### config.mk
export PLATFORM = sky130hd
export DESIGN_NAME = csel_pipe_adder
export DESIGN_NICKNAME = d
export VERILOG_FILES = /design/src/rtl/csel_pkg.sv /design/src/rtl/csel_block.sv /design/src/rtl/csel_pipe_adder.sv
export SDC_FILE = /design/constraint.sdc
export NUM_CORES = 1
export LEC_CHECK = 0
export ABC_AREA = 0
export CORE_MARGIN = 4
export CORE_UTILIZATION = 40
export CTS_CLUSTER_SIZE = 40
export DETAILED_ROUTE_END_ITERATION = 12
export GPL_TIMING_DRIVEN = 0
export HOLD_SLACK_MARGIN = 0.03
export SYNTH_ARGS = -nofsm -noshare
export SYNTH_HDL_FRONTEND = slang
export SYNTH_SLANG_ARGS = --single-unit
### constraint.sdc
create_clock -name clk -period 4.69 [get_ports clk]
set_input_delay 0.7035 -clock clk [delete_from_list [all_inputs] [get_ports clk]]
set_output_delay 0.7035 -clock clk [all_outputs]
set_load 0.01 [all_outputs]
### src/rtl/csel_pkg.sv
// rtl/csel_pkg.sv - shared constants, dimension helper and stage-register type for csel_pipe_adder
package csel_pkg;

    // Widest operand a stage register can carry; narrower instances zero-pad.
    localparam int MAX_W = 64;

    typedef struct packed {
        int nblk;
        int lat;
    } csel_dims_t;

    function automatic csel_dims_t csel_dims(input int width, input int block_w, input int blk_per_stg);
        csel_dims_t d;
        d.nblk = (block_w > 0) ? width / block_w : 1;
        d.lat  = (blk_per_stg > 0 && d.nblk >= blk_per_stg) ? d.nblk / blk_per_stg : 1;
        return d;
    endfunction

    typedef struct packed {
        logic [MAX_W-1:0] sum;
        logic [MAX_W-1:0] a;
        logic [MAX_W-1:0] b;
        logic             carry;
        logic             msb_carry;
        logic             ovf;
        logic             valid;
    } csel_stage_t;

endpackage

### src/rtl/csel_block.sv
// rtl/csel_block.sv - BLOCK_W-bit dual-ripple carry-select cell
module csel_block #(
    parameter int BLOCK_W = 4
) (
    input  logic [BLOCK_W-1:0] a,
    input  logic [BLOCK_W-1:0] b,
    input  logic               cin,
    output logic [BLOCK_W-1:0] s,
    output logic               cout
);

    logic [BLOCK_W-1:0] s0;
    logic [BLOCK_W-1:0] s1;
    logic               c0;
    logic               c1;

    always_comb begin
        s0 = '0;
        s1 = '0;
        c0 = 1'b0;
        c1 = 1'b1;
        for (int i = 0; i < BLOCK_W; i++) begin
            s0[i] = a[i] ^ b[i] ^ c0;
            c0    = (a[i] & b[i]) | (c0 & (a[i] ^ b[i]));
            s1[i] = a[i] ^ b[i] ^ c1;
            c1    = (a[i] & b[i]) | (c1 & (a[i] ^ b[i]));
        end
    end

    assign s    = cin ? s1 : s0;
    assign cout = cin ? c1 : c0;

endmodule

### src/rtl/csel_pipe_adder.sv
// rtl/csel_pipe_adder.sv - pipelined carry-select adder/subtractor with valid/ready handshake
module csel_pipe_adder
    import csel_pkg::*;
#(
    parameter int WIDTH       = 32,
    parameter int BLOCK_W     = 4,
    parameter int BLK_PER_STG = 2
) (
    input  logic             clk,
    input  logic             rst_n,
    input  logic             in_valid,
    output logic             in_ready,
    input  logic [WIDTH-1:0] a,
    input  logic [WIDTH-1:0] b,
    input  logic             cin,
    input  logic             sub,
    output logic             out_valid,
    input  logic             out_ready,
    output logic [WIDTH-1:0] sum,
    output logic             cout,
    output logic             ovf
);

    localparam csel_dims_t DIMS = csel_dims(WIDTH, BLOCK_W, BLK_PER_STG);
    localparam int NBLK = DIMS.nblk;
    localparam int LAT  = DIMS.lat;

    if (WIDTH < 1 || BLOCK_W < 1 || BLK_PER_STG < 1 || WIDTH > MAX_W ||
        (WIDTH % BLOCK_W) != 0 || ((WIDTH / BLOCK_W) % BLK_PER_STG) != 0) begin : g_bad_params
        $error("csel_pipe_adder: illegal WIDTH/BLOCK_W/BLK_PER_STG combination");
    end

    logic [WIDTH-1:0]   b_eff;
    logic               c_eff;
    logic [LAT:0]       rdy;
    logic [BLOCK_W-1:0] blk_s [NBLK];
    logic [NBLK-1:0]    blk_co;
    csel_stage_t        stg_q [LAT];

    assign b_eff    = sub ? ~b : b;
    assign c_eff    = sub | cin;
    assign rdy[LAT] = out_ready;
    assign in_ready = rdy[0];

    for (genvar k = 0; k < LAT; k++) begin : g_stg
        localparam bit LAST = (k == LAT - 1);

        logic [WIDTH-1:0] op_a;
        logic [WIDTH-1:0] op_b;
        logic [WIDTH-1:0] sum_prev;
        logic [WIDTH-1:0] sum_new;
        logic             op_c;
        logic             up_valid;
        logic             stg_carry;
        logic             msb_c;
        logic             unused_stg;
        csel_stage_t      st_d;
        csel_stage_t      st_q;

        if (k == 0) begin : g_first
            assign op_a     = a;
            assign op_b     = b_eff;
            assign op_c     = c_eff;
            assign sum_prev = '0;
            assign up_valid = in_valid;
        end else begin : g_next
            assign op_a     = stg_q[k-1].a[WIDTH-1:0];
            assign op_b     = stg_q[k-1].b[WIDTH-1:0];
            assign op_c     = stg_q[k-1].carry;
            assign sum_prev = stg_q[k-1].sum[WIDTH-1:0];
            assign up_valid = stg_q[k-1].valid;
        end

        for (genvar j = 0; j < BLK_PER_STG; j++) begin : g_blk
            localparam int BI = k * BLK_PER_STG + j;
            logic blk_cin;
            if (j == 0) begin : g_cin_stage
                assign blk_cin = op_c;
            end else begin : g_cin_chain
                assign blk_cin = blk_co[BI-1];
            end
            csel_block #(.BLOCK_W(BLOCK_W)) u_blk (
                .a    (op_a[BI*BLOCK_W +: BLOCK_W]),
                .b    (op_b[BI*BLOCK_W +: BLOCK_W]),
                .cin  (blk_cin),
                .s    (blk_s[BI]),
                .cout (blk_co[BI])
            );
        end

        always_comb begin
            sum_new = sum_prev;
            for (int j = 0; j < BLK_PER_STG; j++) begin
                sum_new[(k*BLK_PER_STG+j)*BLOCK_W +: BLOCK_W] = blk_s[k*BLK_PER_STG+j];
            end
        end

        assign stg_carry = blk_co[k*BLK_PER_STG+BLK_PER_STG-1];
        // Carry into the MSB, recovered from the MSB sum bit and its operands.
        assign msb_c     = sum_new[WIDTH-1] ^ op_a[WIDTH-1] ^ op_b[WIDTH-1];

        // Data fields only load with a valid transfer so bubbles leave outputs steady.
        always_comb begin
            st_d = st_q;
            if (rdy[k]) begin
                st_d.valid = up_valid;
                if (up_valid) begin
                    st_d.sum       = MAX_W'(sum_new);
                    st_d.a         = MAX_W'(op_a);
                    st_d.b         = MAX_W'(op_b);
                    st_d.carry     = stg_carry;
                    st_d.msb_carry = LAST ? msb_c : 1'b0;
                    st_d.ovf       = LAST ? (msb_c ^ stg_carry) : 1'b0;
                end
            end
        end

        always_ff @(posedge clk or negedge rst_n) begin
            if (!rst_n) begin
                st_q <= '0;
            end else begin
                st_q <= st_d;
            end
        end

        assign stg_q[k]   = st_q;
        assign rdy[k]     = ~st_q.valid | rdy[k+1];
        assign unused_stg = ^st_q;
    end

    assign out_valid = stg_q[LAT-1].valid;
    assign sum       = stg_q[LAT-1].sum[WIDTH-1:0];
    assign cout      = stg_q[LAT-1].carry;
    assign ovf       = stg_q[LAT-1].ovf;

endmodule
=== Word-level counts from Yosys, hierarchy flattened ===
Index checks and enable logic that the tools add are counted.

* Mux-type cells: 17
* Bitwise gates (word level): 237
* Reduce and logical (&&, ||, !) cells: 4

{| class="wikitable"
|+ Operators by type and width
! operator !! count
|-
| 1-bit bitwise XOR || 83
|-
| 1-bit AND || 80
|-
| 1-bit bitwise OR || 61
|-
| 32-bit two-way mux || 1
|-
| 4-bit two-way mux || 8
|-
| 32-bit NOT || 1
|-
| 1-bit NOT || 12
|-
| 1-bit two-way mux || 8
|-
| 2-bit AND reduction || 4
|}

* Register bits: 281
* Output and inout port bits: 36
* Logic and storage cells: 277

=== Depth between registers and ports, before layout ===
Gate-level depths: netlist (run 1).

* Word-level depth: 13
* Depth in mapped cells: 19
* Mapped depth without buffers: 17

=== Cells and area by module ===
Synthesis (run 1) repeated with hierarchy kept, for this count alone.

* Cells, all modules: 589
* Area total of the unflattened synthesis: 8365.5 µm²

{| class="wikitable"
|+ By module, submodules not included
! module !! instances !! cells an instance !! area an instance (µm²)
|-
| csel_pipe_adder || 1 || 437 || 7194.4
|-
| csel_block at g_stg[0].g_blk[0].u_blk ... || 4 || 19 || 148.9
|-
| csel_block at g_stg[2].g_blk[0].u_blk ... || 4 || 19 || 143.9
|}

=== Worst setup path before layout (run 1) ===
No wires, ideal clock.

* Kind: input to register
* Start point: input port sub
* End point: register g_stg[0].st_q[139] in the netlist's numbering
* Setup time: 0.127 ns
* Arrival time: 4.324 ns
* Data required time: 4.563 ns
* Slack: 0.239 ns
* Stages: 19
* Buffers on the path: 2
* Cells stage by stage: buf_2 -> buf_2 -> xor2_1 -> inv_1 -> ha_1 -> o21ai_0 -> o31ai_1 -> fa_1 -> inv_1 -> fa_1 -> inv_1 -> fa_1 -> nor2_1 -> a21oi_1 -> fa_1 -> fa_1 -> inv_1 -> fa_1 -> mux2_1

{| class="wikitable"
|+ RTL lines
! what !! line !! RTL
|-
| from (decl) || csel_pipe_adder.sv:16 || <nowiki>input logic sub,</nowiki>
|-
| to (signal assigned) || csel_pipe_adder.sv:122 || <nowiki>st_q <= st_d;</nowiki>
|-
| to (decl) || csel_pipe_adder.sv:58 || <nowiki>csel_stage_t st_q;</nowiki>
|}

==> impl_metrics.toml, run 1 <==
[grt]
grtUsageMet3 = 0.0315
grt_pass1_wl_microns = 26000
overflow = 0
grt_pass1_vias = 4969
grt_use_total = 0.149
met1_usage = 0.194
antenna_found_initial = 0
grt_max_degree = 100
use_met2 = 0.253
grt.busiest_layer = "met2"

[logic_synthesis]
synth_edf_count = 0
syn_area_sq_um = 8230
synth_cell_types = 24
syn_nets = 660
syn_inst = 550
ys_ff_latch = 185
syn_area_per_cell_sq_um = 15.0
synth_ff_type = "dfrtp_1"
ys_seq_area_frac = 0.562
yosysWarnings = 0
ys_async_sr_fraction = 1.00

[layout]
area.growth.synth_to_final_pct = 24.1
drive_gt1_frac = 0.289
final_common_cell = "dfrtp_1"
final_cell_mix = "185 x dfrtp_1, 143 x mux2_2, 103 x clkdlybuf4s50_1"
seq_area_sq_um = 4630
fin_nets = 784
multi_input_area_sq_um = 3250
fin_util = 0.505
nFillCells = 1767
diodes = 0

[power_and_ir_drop]
power.internal_mw = 4.13
ir_worst_vdd_mv = 0.264
swShare = 0.284
switchingPower_mw = 1.64
comb_power_share = 0.319
clkPwrFrac = 0.242
p_seq_frac = 0.439
power-per-cell-area_nw_per_um2 = 565
finalPower_mw = 5.77
p_leak_nw = 4.52

[clocking]
htree_levels = 4
cts.sinks = 185
ctsHoldBuffers = 0
clkTransAtPathRegs_ns = 0.06
cts_setup_buffers = 0
cts_made_buffers = 17
clk_latency_ns = 0.42
cts_tree = "yes"
clk_path_buf_depth = 2
cts-root-buf = "clkbuf_16"
cts-resized-gates = 0

[detailed_routing]
viasPerCell = 4.66
ant_nets = 0
drc_errors = 0
via_count = 4455
drt_iter0_drc = 121
dr.pass1.iters = 4
wl_per_cell_microns = 16.3
wirelength_microns = 15600

[status]
status = "complete, no violations"

[sta]
finalMaxSlewViolations = 0
max_freq_ghz = 0.227
hold_viol = 0
fin_crit_sh = 0.939
setup_viol_count_final = 0
clock-skew-final_ns = 0.0125
fin_crit_ns = 4.41
max_slew_margin = 0.484
rsz0062_at_grt = "false"
tightest_slew_ns = 0.775
fin_ws_ns = 0.284

[worst_setup_path]
critPathArrivalTime_ns = 4.71
cp_max_fo = 10
slowest_delay_ns = 0.42
crit_start = "sub"
path_class = "in -> reg"
cp_num_buf_inv = 6
path_common_cell = "fa_1"
start_kind = "input port"
critical-path-top-delay-family = "adder cells"
r2r_start = "g_stg[2].st_q[92]"
crit_required_ns = 4.99
end_kind = "flop"
worst_path_max_delay_cell = "fa_1"
worstPathCellList = "buf_2 -> clkbuf_4 -> xor2_1 -> inv_1 -> ha_1 -> o21ai_0 -> o31ai_1 -> fa_1 -> inv_1 -> fa_1 -> inv_1 -> fa_1 -> nor2_1 -> a21oi_1 -> fa_1 -> fa_1 -> inv_1 -> fa_1 -> mux2_1"

[placed_design]
portBuffers = 104
gp_congestion = 0.724
pre_cts_ws_ns = -0.300
place_hpwl_microns = 11300

[job]
cap_violations = 0

[floorplanning]
rows = 52
die_w_microns = 151
dieArea_sq_um = 22900
start_util = 0.407
core_area_sq_um = 20200
die_y_microns = 151
ios = 106

[worst_hold_path]
hold_path_class = "in -> async"
## state kept, by name, summed over array words and instances, names as in the netlist
register             cells
g_stg.g_blk.blk_cin      3
g_stg.up_valid           3
out_valid                1
cout                     1
sum                     32
g_stg.st_q             144
ovf                      1
## worst reg2reg max path, cell delays in order (launching register included)
cell and delay (ns):
dfrtp_1 0.40, ha_1 0.19, inv_1 0.05, mux2i_1 0.08, fa_1 0.42, fa_1 0.37
inv_1 0.07, fa_1 0.25, nand2_1 0.09, o21ai_0 0.10, fa_1 0.22, inv_1 0.05
fa_1 0.38, fa_1 0.48, xnor2_1 0.16, xnor2_1 0.13, mux2_2 0.26
## power by group through the flow
| stage | Sequential [mW] | Clock [mW] | Combinational (mW) |
|---|---|---|---|
| finish | 2.53 | 1.40 | 1.84 |
| detailed placement | 2.58 | 0 | 1.88 |
| CTS | 2.55 | 1.44 | 1.89 |
| global placement | 2.55 | 0 | 1.82 |
| floorplan | 2.55 | 0 | 1.15 |
| global route | 2.62 | 1.50 | 2.08 |
## cell usage after synthesis (all sizes together) (3+ instances only)
library cell	number	area share
a21oi	4	0.0024
buf	22	0.019
dfrtp	185	0.56
fa	24	0.058
ha	16	0.024
inv	52	0.024
mux2	166	0.23
mux2i	17	0.021
nand2	5	0.0023
nand2b	4	0.0030
nor2	3	0.0014
o21ai	3	0.0023
xnor2	12	0.013
xor2	31	0.033
## path summary, 6_finish.rpt
| check | end | slack [ns] | cells after the start |
|---|---|---|---|
| max in group asynchronous | g_stg[0].st_q[80] | 3.53 | 2 |
| worst max-delay path | g_stg[0].st_q[139] | 0.28 | 19 |
| min in group clk | g_stg[0].st_q[27] | 0.49 | 1 |
| worst min-delay path | g_stg[1].st_q[95] | 0.28 | 1 |
| worst min register to register | g_stg[0].st_q[27] | 0.49 | 1 |
| worst max register to register | ovf | 0.89 | 16 |
## routing by layer
metal  part of all wire  up-vias  wire, microns
met3              0.028       12            442
li1                   -     2076              -
met4              0.012        0            194
met2               0.52       63           8060
met5                  0        -              0
met1               0.44     2304           6900
## kinds of logic (layout without fill, tap and decap cells)
kind of cell	Yosys count	in the layout	synth area share
compound gates	10	10	0.00714
xor+xnor	43	43	0.0458
simple gates	15	15	0.0112
fa+ha+maj	40	40	0.0827
flops	185	185	0.562
buf+inv	74	209	0.0430
mux	183	183	0.248
## per-stage QoR
stage                     instance area, sq um  hold slack, ns  setup TNS [ns]  std cells
final                                    10200           0.284               0        955
after global routing                     10200           0.357               0        955
after CTS                                10200           0.339               0        955
after detailed placement                  9640           0.477          -0.300        925
after global placement                    9610           0.470         -825.31        924
after floorplan                           8230           0.408               0        550
## final cells by class
cell class / instances / area share
Inverter: 52 / 0.0191
Clock buffer: 22 / 0.0464
Buffer: 22 / 0.0158
Clock inverter: 8 / 0.00943
Tap cell: 270 / 0.0331
Timing Repair Buffer: 105 / 0.105
Multi-Input combinational cell: 291 / 0.318
Sequential cell: 185 / 0.453
Note: power is estimated with default switching activity, not from simulation.
==> run 2, diff against run 1 <==
Settings changed: CORE_MARGIN 4 to 2, CORE_UTILIZATION 40 to 33.
==> run 2 against run 1 <==
Net effect: sequential power about the same; cell area is 0.72% higher; routed wire length up 4.0%; global-route usage decreased by 1.7 points; flip-flop and latch count unchanged; sequential share of layout area decreased by 0.33 points; worst hold slack worse by 0.0031 ns; power about the same; utilization fell by 8.3 points; first-iteration DRC count increased by 37%; clock power is essentially flat; maximum frequency fell by 0.95%; largest cell class unchanged; largest power group unchanged.
==> impl_metrics.toml, run 2 (synthesis results as in run 1) <==
[worst_setup_path]
reg2reg_to = "ovf"
r2r_start = "g_stg[2].st_q[28]"
rr_worst_depth = 16
end_kind = "flop"
start_kind = "input port"
critPathArrivalTime_ns = 4.75
crit_required_ns = 4.99
path_class = "in -> reg"
r2r_slack_ns = 0.91
cp_max_fo = 10

[job]
cap_violations = 0

[placed_design]
portBuffers = 104
pre_cts_ws_ns = -0.374
gp_congestion = 0.745
place_hpwl_microns = 11700

[layout]
largest_reg_flops = 144
drive_gt1_frac = 0.290
final_cell_mix = "185 x dfrtp_1, 143 x mux2_2, 103 x clkdlybuf4s50_1"
seq_area_sq_um = 4630
multi_input_area_sq_um = 3250
final_common_cell = "dfrtp_1"
area.growth.synth_to_final_pct = 25.0
diodes = 0
top_register = "g_stg.st_q"
fin_nets = 784
nFillCells = 2247

[detailed_routing]
viasPerCell = 4.40
wirelength_microns = 16200
drt_iter0_drc = 166
ant_nets = 0
wl_per_cell_microns = 16.0
dr.pass1.iters = 4
drc_errors = 0
via_count = 4444

[floorplanning]
rows = 57
die_w_microns = 162
core_area_sq_um = 24400
ios = 106
start_util = 0.337
dieArea_sq_um = 26200
die_y_microns = 162

[sta]
clock-skew-final_ns = 0.00942
max_freq_ghz = 0.225
finalMaxSlewViolations = 0
rsz0062_at_grt = "false"
hold_viol = 0
tns_ns = 0
fin_crit_ns = 4.45
setup_viol_count_final = 0
tightest_slew_ns = 0.669
fin_crit_sh = 0.949
fin_ws_ns = 0.241
max_slew_margin = 0.554

[power_and_ir_drop]
p_leak_nw = 4.51
power-per-cell-area_nw_per_um2 = 561
ir_worst_vdd_mv = 0.222

[clocking]
cts_tree = "yes"
cts_made_buffers = 17
clk_latency_ns = 0.42
cts-root-buf = "clkbuf_16"
cts.sinks = 185
htree_levels = 4
cts_setup_buffers = 0
clk_path_buf_depth = 2
cts-resized-gates = 0
clkTransAtPathRegs_ns = 0.07
ctsHoldBuffers = 0

[status]
status = "complete, no violations"

[grt]
grt_max_degree = 101
grt_pass1_vias = 4970
grt_pass1_wl_microns = 26500
antenna_found_initial = 0
overflow = 0
grt_use_total = 0.132

[worst_hold_path]
hold_path_class = "in -> async"
-- run 2: changes by cell type in the layout (fill, tap and decap cells not counted) --
| cell | change |
|---|---|
| clkbuf_8 | +1 |
| clkinv_2 | -3 |
| buf_4 | +1 |
| clkinvlp_4 | +1 |
| inv_6 | +3 |
| clkbuf_1 | +1 |
| bufinv_16 | -1 |
| clkbuf_4 | -1 |
-- run 2: final cells by class --
| class | instances | area share |
|---|---|---|
| Sequential cell | 185 | 0.450 |
| Multi-Input combinational cell | 291 | 0.316 |
| Tap cell | 324 | 0.0394 |
| Inverter | 52 | 0.0190 |
| Timing Repair Buffer | 105 | 0.104 |
| Buffer | 22 | 0.0157 |
| Clock buffer | 24 | 0.0478 |
| Clock inverter | 8 | 0.00827 |
-- run 2: worst max-delay path by stage --
stage | startpoint | endpoint | slack (ns) | depth (start not counted)
6_report | sub | g_stg[0].st_q[139] | 0.24 | 19
5_1_grt | sub | g_stg[0].st_q[139] | 0.01 | 19
4_1_cts | sub | g_stg[0].st_q[139] | 0.06 | 19
3_5_place_dp | sub | g_stg[0].st_q[139] | -0.37 | 19
3_3_place_gp | rst_n | sum[18] | -4.51 | 1
2_1_floorplan | sub | g_stg[0].st_q[139] | 0.24 | 19
-- run 2: where the power goes --
part | total [mW] | leakage [nW] | internal (mW) | switching [mW]
registers | 2.54 | 2.15 | 2.20 | 0.338
clock network | 1.40 | 0.278 | 0.795 | 0.602
logic | 1.84 | 2.08 | 1.11 | 0.726
total | 5.77 | 4.51 | 4.11 | 1.67
-- run 2: layer usage --
layer	share of wire	vias up	GRT usage
met5	0	-	0
met1	0.46	2292	0.170
li1	-	2078	-
met2	0.50	66	0.224
met4	0.0095	0	0.0362
met3	0.031	8	0.0283
-- run 2: critical path, stage by stage --
cell and delay (ns):
buf_2 0.26, buf_4 0.31, xor2_1 0.23, inv_1 0.08, ha_1 0.18, o21ai_0 0.07
o31ai_1 0.10, fa_1 0.38, inv_1 0.08, fa_1 0.15, inv_1 0.04, fa_1 0.42
nor2_1 0.12, a21oi_1 0.06, fa_1 0.40, fa_1 0.37, inv_1 0.07, fa_1 0.43
mux2_1 0.29
-- run 2: per-stage QoR --
step | cells | area, sq um | power, mW | hold WS (ns) | utilization
2_1_floorplan | 550 | 8230 | 3.70 | 0.408 | -
3_3_place_gp | 978 | 9680 | 4.37 | 0.469 | 0.397
3_5_place_dp | 979 | 9710 | 4.47 | 0.479 | 0.398
4_1_cts | 1011 | 10300 | 5.89 | 0.291 | 0.422
5_1_grt | 1011 | 10300 | 6.19 | 0.309 | 0.422
6_report | 1011 | 10300 | 5.77 | 0.281 | 0.422
